==> src/rtl/counter_sequencer_pkg.sv <==
// Shared definitions for the counter sequencer: FSM state codes,
// default fixture sizes and a small index-width helper.
package counter_sequencer_pkg;

   // FSM state codes
   typedef enum logic [1:0] {
      ST_IDLE = 2'd0,
      ST_LOAD = 2'd1,
      ST_RUN  = 2'd2,
      ST_DONE = 2'd3
   } state_e;

   // Default sizes for the counter fixtures
   localparam int DEF_WIDTH    = 4;
   localparam int DEF_NREQ     = 4;
   localparam int DEF_PRE_LOG2 = 2;

   // Bits needed to hold a requester index (never less than one)
   function automatic int idx_width(input int n);
      return (n > 1) ? $clog2(n) : 1;
   endfunction

endpackage

==> src/rtl/counter_sequencer_rr_pick.sv <==
// rr_pick: combinational round-robin picker. Searches req_i starting one
// position above last_i, wrapping at NREQ, and reports the first set bit.
module rr_pick
   import counter_sequencer_pkg::*;
#(
   parameter int NREQ  = DEF_NREQ,
   parameter int IDX_W = idx_width(NREQ)
) (
   input  logic [NREQ-1:0]  req_i,
   input  logic [IDX_W-1:0] last_i,
   output logic [NREQ-1:0]  onehot_o,
   output logic [IDX_W-1:0] index_o,
   output logic             any_o
);

   logic [IDX_W-1:0] cand;

   // Rotating priority search: the previous winner is checked last
   always_comb begin
      onehot_o = '0;
      index_o  = '0;
      any_o    = 1'b0;
      cand     = '0;
      for (int k = 1; k <= NREQ; k++) begin
         cand = IDX_W'((int'(last_i) + k) % NREQ);
         if (!any_o && req_i[cand]) begin
            any_o          = 1'b1;
            index_o        = cand;
            onehot_o[cand] = 1'b1;
         end
      end
   end

endmodule

==> src/rtl/counter_sequencer.sv <==
// counter_sequencer: shares one down-counter between NREQ requesters.
// Round-robin grant, load of the owner's interval, countdown, one-cycle
// terminal-count pulse, then release. Dropping req while owning aborts.
// Optional feature: define COUNTER_PRESCALE_EN to decrement only every
// 2**PRE_LOG2 cycles while counting.
module counter_sequencer
   import counter_sequencer_pkg::*;
#(
   parameter int WIDTH    = DEF_WIDTH,
   parameter int NREQ     = DEF_NREQ,
   parameter int PRE_LOG2 = DEF_PRE_LOG2
) (
   input  logic                    CLOCK,
   input  logic                    CLEAR_N,
   input  logic [NREQ-1:0]         req,
   input  logic [NREQ*WIDTH-1:0]   load_val,
   output logic [NREQ-1:0]         grant,
   output logic                    busy,
   output logic [WIDTH-1:0]        count,
   output logic [NREQ-1:0]         done
);

   localparam int IDX_W = idx_width(NREQ);

   // Reject unsupported configurations at elaboration
   if (NREQ < 2 || NREQ > 8 || WIDTH < 1 || PRE_LOG2 < 0) begin : g_param_check
      $error("counter_sequencer: parameter out of range");
   end

   state_e            state_q, state_d;
   logic [NREQ-1:0]   grant_q, grant_d;
   logic [IDX_W-1:0]  last_q,  last_d;
   logic [WIDTH-1:0]  count_q, count_d;

   logic [NREQ-1:0]   pick_onehot;
   logic [IDX_W-1:0]  pick_index;
   logic              pick_any;
   logic              owner_req;
   logic [WIDTH-1:0]  owner_val;
   logic              tick;

   rr_pick #(
      .NREQ  (NREQ),
      .IDX_W (IDX_W)
   ) u_pick (
      .req_i    (req),
      .last_i   (last_q),
      .onehot_o (pick_onehot),
      .index_o  (pick_index),
      .any_o    (pick_any)
   );

   // The owner still wants the counter while its request stays high
   assign owner_req = |(req & grant_q);

   // Select the owner's interval through the one-hot grant
   always_comb begin
      owner_val = '0;
      for (int k = 0; k < NREQ; k++) begin
         if (grant_q[k]) begin
            owner_val = owner_val | load_val[k*WIDTH +: WIDTH];
         end
      end
   end

`ifdef COUNTER_PRESCALE_EN
   localparam int              PRE_W   = (PRE_LOG2 > 0) ? PRE_LOG2 : 1;
   localparam logic [PRE_W-1:0] PRE_MAX = PRE_W'((1 << PRE_LOG2) - 1);

   logic [PRE_W-1:0] pre_q, pre_d;

   assign tick = (pre_q == PRE_MAX);

   // Prescaler restarts while loading and free-runs only inside RUN
   always_comb begin
      pre_d = pre_q;
      if (state_q == ST_LOAD) begin
         pre_d = '0;
      end else if (state_q == ST_RUN) begin
         pre_d = tick ? '0 : pre_q + 1'b1;
      end
   end

   // Prescaler register
   always_ff @(posedge CLOCK or negedge CLEAR_N) begin
      if (!CLEAR_N) begin
         pre_q <= '0;
      end else begin
         pre_q <= pre_d;
      end
   end
`else
   assign tick = 1'b1;
`endif

   // Next-state logic: arbitration, load, countdown, release and abort
   always_comb begin
      state_d = state_q;
      grant_d = grant_q;
      last_d  = last_q;
      count_d = count_q;
      case (state_q)
         ST_IDLE: begin
            if (pick_any) begin
               grant_d = pick_onehot;
               last_d  = pick_index;
               state_d = ST_LOAD;
            end
         end
         ST_LOAD: begin
            if (!owner_req) begin
               grant_d = '0;
               count_d = '0;
               state_d = ST_IDLE;
            end else begin
               count_d = owner_val;
               state_d = (owner_val == '0) ? ST_DONE : ST_RUN;
            end
         end
         ST_RUN: begin
            if (!owner_req) begin
               grant_d = '0;
               count_d = '0;
               state_d = ST_IDLE;
            end else if (tick) begin
               // Count == 1 is the last step; never go below zero
               if (count_q <= WIDTH'(1)) begin
                  count_d = '0;
                  state_d = ST_DONE;
               end else begin
                  count_d = count_q - 1'b1;
               end
            end
         end
         ST_DONE: begin
            grant_d = '0;
            count_d = '0;
            state_d = ST_IDLE;
         end
         default: begin
            grant_d = '0;
            count_d = '0;
            state_d = ST_IDLE;
         end
      endcase
   end

   // State, grant, round-robin pointer and counter registers
   always_ff @(posedge CLOCK or negedge CLEAR_N) begin
      if (!CLEAR_N) begin
         state_q <= ST_IDLE;
         grant_q <= '0;
         last_q  <= IDX_W'(NREQ - 1);
         count_q <= '0;
      end else begin
         state_q <= state_d;
         grant_q <= grant_d;
         last_q  <= last_d;
         count_q <= count_d;
      end
   end

   // Outputs come straight from registered state
   assign grant = grant_q;
   assign busy  = (state_q != ST_IDLE);
   assign count = count_q;
   assign done  = (state_q == ST_DONE) ? grant_q : '0;

endmodule
==> config.mk <==
export PLATFORM = sky130hd
export DESIGN_NAME = counter_sequencer
export DESIGN_NICKNAME = d
export VERILOG_FILES = /design/src/rtl/counter_sequencer_pkg.sv /design/src/rtl/counter_sequencer_rr_pick.sv /design/src/rtl/counter_sequencer.sv
export SDC_FILE = /design/constraint.sdc
export NUM_CORES = 1
export LEC_CHECK = 0
export BUFFER_PORTS_ARGS = -buffer_cell sky130_fd_sc_hd__clkbuf_2
export CAP_MARGIN = 10
export CORE_MARGIN = 5
export CORE_UTILIZATION = 45
export CTS_CLUSTER_DIAMETER = 50
export DETAILED_ROUTE_END_ITERATION = 7
export PLACE_DENSITY = 0.73
export SYNTH_ARGS = -nofsm -noshare
export SYNTH_HDL_FRONTEND = slang
export SYNTH_HIERARCHICAL = 1
export SYNTH_SLANG_ARGS = --single-unit
==> constraint.sdc <==
create_clock -name CLOCK -period 3 [get_ports CLOCK]
set_input_delay 0.45 -clock CLOCK [delete_from_list [all_inputs] [get_ports CLOCK]]
set_output_delay 0.45 -clock CLOCK [all_outputs]
set_load 0.1 [all_outputs]
**Word-level counts from Yosys, hierarchy flattened**

Cells that the tools add are included.

- Output and inout port bits: 13
- Logic and storage cells: 96
- Bits of input ports: 22
- Register bits after elaboration: 12

- Reductions and logical operators: 19
- Bitwise operators: 7
- Multiplexer cells: 46
- Equal/unequal tests: 6
- Order comparisons: 9
- $add $sub $neg: 5

Operator list:

| cell | number |
|---|---|
| $mux W4 | 14 |
| $or A4 B4 Y4 | 6 |
| $pmux W4 S3 | 2 |
| $mux W2 | 8 |
| $mux W1 | 13 |
| $lt A2 B3 Y1 const B | 4 |
| $bmux W1 S2 | 4 |
| $demux W1 S2 | 4 |
| $ge A2 B1 Y1 const B | 4 |
| $pmux W2 S4 | 1 |
| $logic_and A1 B1 Y1 | 7 |
| $reduce_and A2 Y1 | 3 |
| $add A2 B1 Y2 const B | 2 |
| $add A2 B2 Y2 const B | 2 |
| $and A4 B4 Y4 | 1 |
| $eq A2 B2 Y1 const B | 2 |
| $le A4 B1 Y1 const B | 1 |
| $logic_not A4 Y1 | 1 |
| $ne A2 B2 Y1 const B | 2 |
| $reduce_or A4 Y1 | 1 |
| $sub A4 B1 Y4 const B | 1 |
| $logic_not A1 Y1 | 3 |
| $ne A3 B3 Y1 const B | 1 |
| $reduce_bool A3 Y1 | 1 |
| 4 further kinds | 4 |

**Depth between registers and ports, before layout**

- Depth in word-level cells: 15
- Gate-level depth with buffers: 9

**By module**

The synthesis kept the hierarchy.

Modules (own cells, without submodules):

| module | area an instance (µm²) | cells an instance | instances |
|---|---|---|---|
| counter_sequencer | 884.6 | 94 | 1 |
| rr_pick | 525.5 | 68 | 1 |

**Worst setup path after synthesis**

OpenSTA, ideal clock, no wires.

- Path kind: flip-flop to output port
- From: reg grant_q[3], in the netlist grant[3]
- To: out done[3]
- Data arrival time: 1.890 ns
- Stages on the path, launching flop included: 2
- Path slack: 0.660 ns
- Data required time: 2.550 ns
- Path through: dfrtp_1 -> and2_1

- Longest elaborated chain between the ends: 1

Ends and longest elaborated chain:

| element | line | RTL |
|---|---|---|
| start: declaration | counter_sequencer.sv:31 | `logic [NREQ-1:0] grant_q, grant_d;` |
| start signal: assignment | counter_sequencer.sv:157 | `grant_q <= grant_d;` |
| $mux W4 | counter_sequencer.sv:167 | `assign done = (state_q == ST_DONE) ? grant_q : '0;` |
| end: declaration | counter_sequencer.sv:20 | `output logic [NREQ-1:0] done` |

No other way between the ends.

**Worst setup path in the final report**

- From: reg last_q[0]
- To: reg grant_q[2], in the netlist grant[2]

- Longest elaborated chain between the ends: 15
- Elaborated cells between the ends (all ways): 53
- Classes of those cells: 4 x add/sub; 8 x order compare; 1 x eq/ne; 26 x mux; 3 x bitwise; 11 x reduce/logical

Ends and longest elaborated chain:

| element | line | RTL |
|---|---|---|
| start: declaration | counter_sequencer.sv:32 | `logic [IDX_W-1:0] last_q, last_d;` |
| start signal: assignment | counter_sequencer.sv:153 | `last_q <= IDX_W'(NREQ - 1);` |
| start signal: assignment | counter_sequencer.sv:158 | `last_q <= last_d;` |
| parallel branches: the longest is 12 deep, another holds $lt A2 B3 Y1 | n/a |  |
| $mux W4 * | counter_sequencer_rr_pick.sv:26 | `if (!any_o && req_i[cand]) begin` |
| named net pick_onehot[2] | counter_sequencer.sv:35 | `logic [NREQ-1:0] pick_onehot;` |
| $mux W4 * | counter_sequencer.sv:104 | `if (pick_any) begin` |
| $pmux W4 S3 * | counter_sequencer.sv:102 | `case (state_q)` |

Mark *: on every way through the listed nets, which the timed path passes. The select of a mux whose other input is x is not followed.
A chain may end at the register's enable or synchronous reset.

==> summary.md <==
| Metric | Value |
|---|---|
| Final GP Congestion | 0.8295 |
| Synth unique cells | 54 |
| Final nets | 230 |
| Longest Clk Path Bufs | 2 |
| Clock H-tree levels | 1 |
| WP data required | 3170 ps |
| Synth Flop Type | dfrtp_1 |
| Largest cells by area after synthesis | dfrtp_1 18%, ha_1 13%, a22oi_1 5.3%, nand2_1 5.3%, buf_6 4.0% |
| Compound-cell area share of the yosys netlist | 33.81% |
| Startpoint of the worst register-to-register path | last_q[0]$_DFFE_PN1P_ |
| Post-synthesis xor/xnor area fraction | 0% |
| Mapped Area | 0.001410 mm2 |
| Synthesized instance count | 162 |
| Final min period | 2495 ps |
| Peak supply drop | 0.6069 mV |
| Relative slew slack | 63.97% |
| Root Driver | clkbuf_4 |
| Worst-path clk slew | 70 ps |
| Die Area | 0.004353 mm2 |
| Period utilisation layout | 83.15% |
| Post-CTS resize count | 0 |
| Initial antenna violation count | 0 |
| Crit Path Max Fanout | 17 |
| Setup_tns | 0 ps |
| Row count | 20 |
| # setup viols final | 0 |
| Largest family of logic cells by synthesized area | compound AO/OA/AOI/OAI gates |
| Number of remaining DRC errors | 0 |
| Grt ovf | 0 |
| Post-DP HPWL | 2800 um |
| Vias in the first global route | 1,342 |
| TritonCTS clock tree | done |
| Post-synth top area share | 17.75% |
| Syn_nets | 199 |
| Post-Synth Adder-Cell Area | 13.31% |
| DR vias | 1,385 |
| Max-slew violation count | 0 |
| Leak | 0.7354 nW |
| Worst hold path type | input port to async pin |
| Count leader, synth | nand2_1 |
| Pin count of the biggest net entering global routing | 18 |
| CP max stage cell | dfstp_2 |
| Type of origin of the critical path | flop |
| Worst path depth | 6 |
| Post-synth top cells | 20 x nand2_1, 15 x ha_1, 11 x inv_1 |
| RSZ-0062 raised after global routing | false |
| Yosys warns | 6 |
| Worst reg2reg setup slack | 510 ps |
| Post-synthesis register bit count | 12 |
| Post-synthesis sequential area ratio | 21.47% |
| CTS Buf Count | 3 |
| WS Path Type | flop to flop |
| DR iter-0 viols | 75 |
| Delay-heaviest family, CP | flip-flops |
| Critical path's largest stage delay | 730 ps |
| Sequence of cells on the critical path | inv_2 -> ha_1 -> mux2i_4 -> o21ai_1 -> a221o_1 -> a22o_2 |
| Area leader, netlist | dfrtp_1 |
| Final Util | 52.48% |
| Mux share of post-synthesis cell area | 6.211% |
| Share of cells above drive strength 1 | 29.69% |
| # diodes | 0 |
| Simple-gate share of the synthesized area | 16.86% |
| WL/cell | 15.32 um |
| Clock latency on the worst-skew pair | 280 ps |
| GRT Util Overall | 17.31% |
| Die W | 65.98 um |
| CP Capture Type | flop |
| Die Y-Extent | 65.98 um |
| CP endpoint | grant[2]$_DFFE_PN0P_ |
| Post-CTS Setup Inserts | 0 |
| Worst path arrival time | 2670 ps |
| Critical path buffer and inverter count | 1 |
| Port-buffer cells | 34 |
| Post-Route WL | 3616 um |
| # hold bufs at CTS | 0 |
| Initial core utilization | 46.57% |
| Slew @ Worst Pin | 542.7 ps |
| FF-to-FF path depth | 6 |
| Maxcap violations | 0 |
| ANT nets after route | 0 |
| Area grow syn2layout | 12.69% |
| Hold Vio Cnt, Final | 0 |
| First-pass GRT wire length | 5961 um |
| Ys async rst share | 100.0% |
| Via-per-instance ratio | 5.869 |
| Syn_area_per_cell | 8.704 um2 |
| I/O pin count | 35 |
| Pwr Density | 1055 mW/mm2 |
| RR Endpoint | grant[2]$_DFFE_PN0P_ |
| Post-synth EDFFs | 0 |
| Status | finished clean |
| CP Launch Point | last_q[0]$_DFFE_PN1P_ |
| Sink Count | 12 |
| Fmax | 400.9 MHz |
| Clk_skew | 9.058 ps |
| Core Region | 0.003028 mm2 |
| Layout fillers | 284 |
| DRT Pass-1 Iters | 8 |
| WHS | 47.61 ps |
worst min-delay path by stage:
stage | start | endpoint | slack (ps) | cells after the start
final | CLEAR_N | count[0]$_DFFE_PN0P_ | 50 | 1
after global placement | CLEAR_N | count[1]$_DFFE_PN0P_ | 350 | 1
after floorplan | CLEAR_N | count[0]$_DFFE_PN0P_ | 150 | 0
after global routing | CLEAR_N | count[0]$_DFFE_PN0P_ | 70 | 1
after detailed placement | CLEAR_N | count[0]$_DFFE_PN0P_ | 360 | 1
after CTS | CLEAR_N | count[0]$_DFFE_PN0P_ | 60 | 1
metrics by stage:
stage / setup WS [ps] / instances / area [um2] / power (W)
after floorplan: 659.7 / 162 / 1410 / 0.001380
after global placement: 592.7 / 232 / 1563 / 0.001524
after detailed placement: 510.0 / 232 / 1563 / 0.001563
after CTS: 506.8 / 236 / 1589 / 0.001670
after global routing: 382.2 / 236 / 1589 / 0.001805
final: 505.4 / 236 / 1589 / 0.001677
worst register-to-register path: stages, from the launching register on:
cell     delay [ps]
dfstp_2         730
inv_2           140
ha_1            540
mux2i_4         390
o21ai_1         120
a221o_1         260
a22o_2          230
cell families (layout without fill, tap and decap cells):
family          Yosys count  in the layout
simple gates             49             49
flops                    12             12
buf+inv                  20             50
mux                       6              6
fa+ha+maj                15             15
compound gates           60             60
power by group:
part / switching [W] / internal, W / total [W]
registers: 0.000119 / 0.000231 / 0.000350
logic: 0.000791 / 0.000433 / 0.00122
clock network: 0.0000515 / 0.0000516 / 0.000103
cell type report:
| class | count | area, um2 | share of cell area [%] |
|---|---|---|---|
| sequential | 12 | 302.8 | 19.06 |
| timing repair buffer | 34 | 170.2 | 10.71 |
| multi-input combinational | 130 | 989.7 | 62.28 |
| clock buffer | 4 | 26.28 | 1.654 |
| inverter | 12 | 45.04 | 2.835 |
| tap | 44 | 55.05 | 3.465 |
per-layer routing:
metal / GRT usage [%] / up-vias / share of wire [%]
met1: 21.96 / 653 / 45
met2: 29.41 / 65 / 46
met4: 3.553 / 0 / 1.1
met3: 4.592 / 8 / 8.0
li1: - / 659 / -
met5: 0 / - / 0
flip-flops by register name, summed over array words and instances, names as in the netlist:
register,cells
state_q,2
count,4
grant,4
last_q,2
cell usage in the layout (no fill, tap or decap), types with 2 or more instances in the layout:
cell,n
a21boi_0,2
a21oi_1,9
a221o_1,4
a221oi_1,2
a22o_1,3
a22o_2,2
a22oi_1,10
a2bb2oi_1,2
and2_1,3
clkbuf_2,34
clkbuf_4,3
dfrtp_1,10
dfstp_2,2
ha_1,15
inv_1,11
mux2_2,2
mux2i_1,2
nand2_1,20
nand2b_1,4
nand3_1,2
nor2_1,8
nor3_1,3
o21ai_0,5
o21ai_1,5
(Power assumes the default switching activity.)
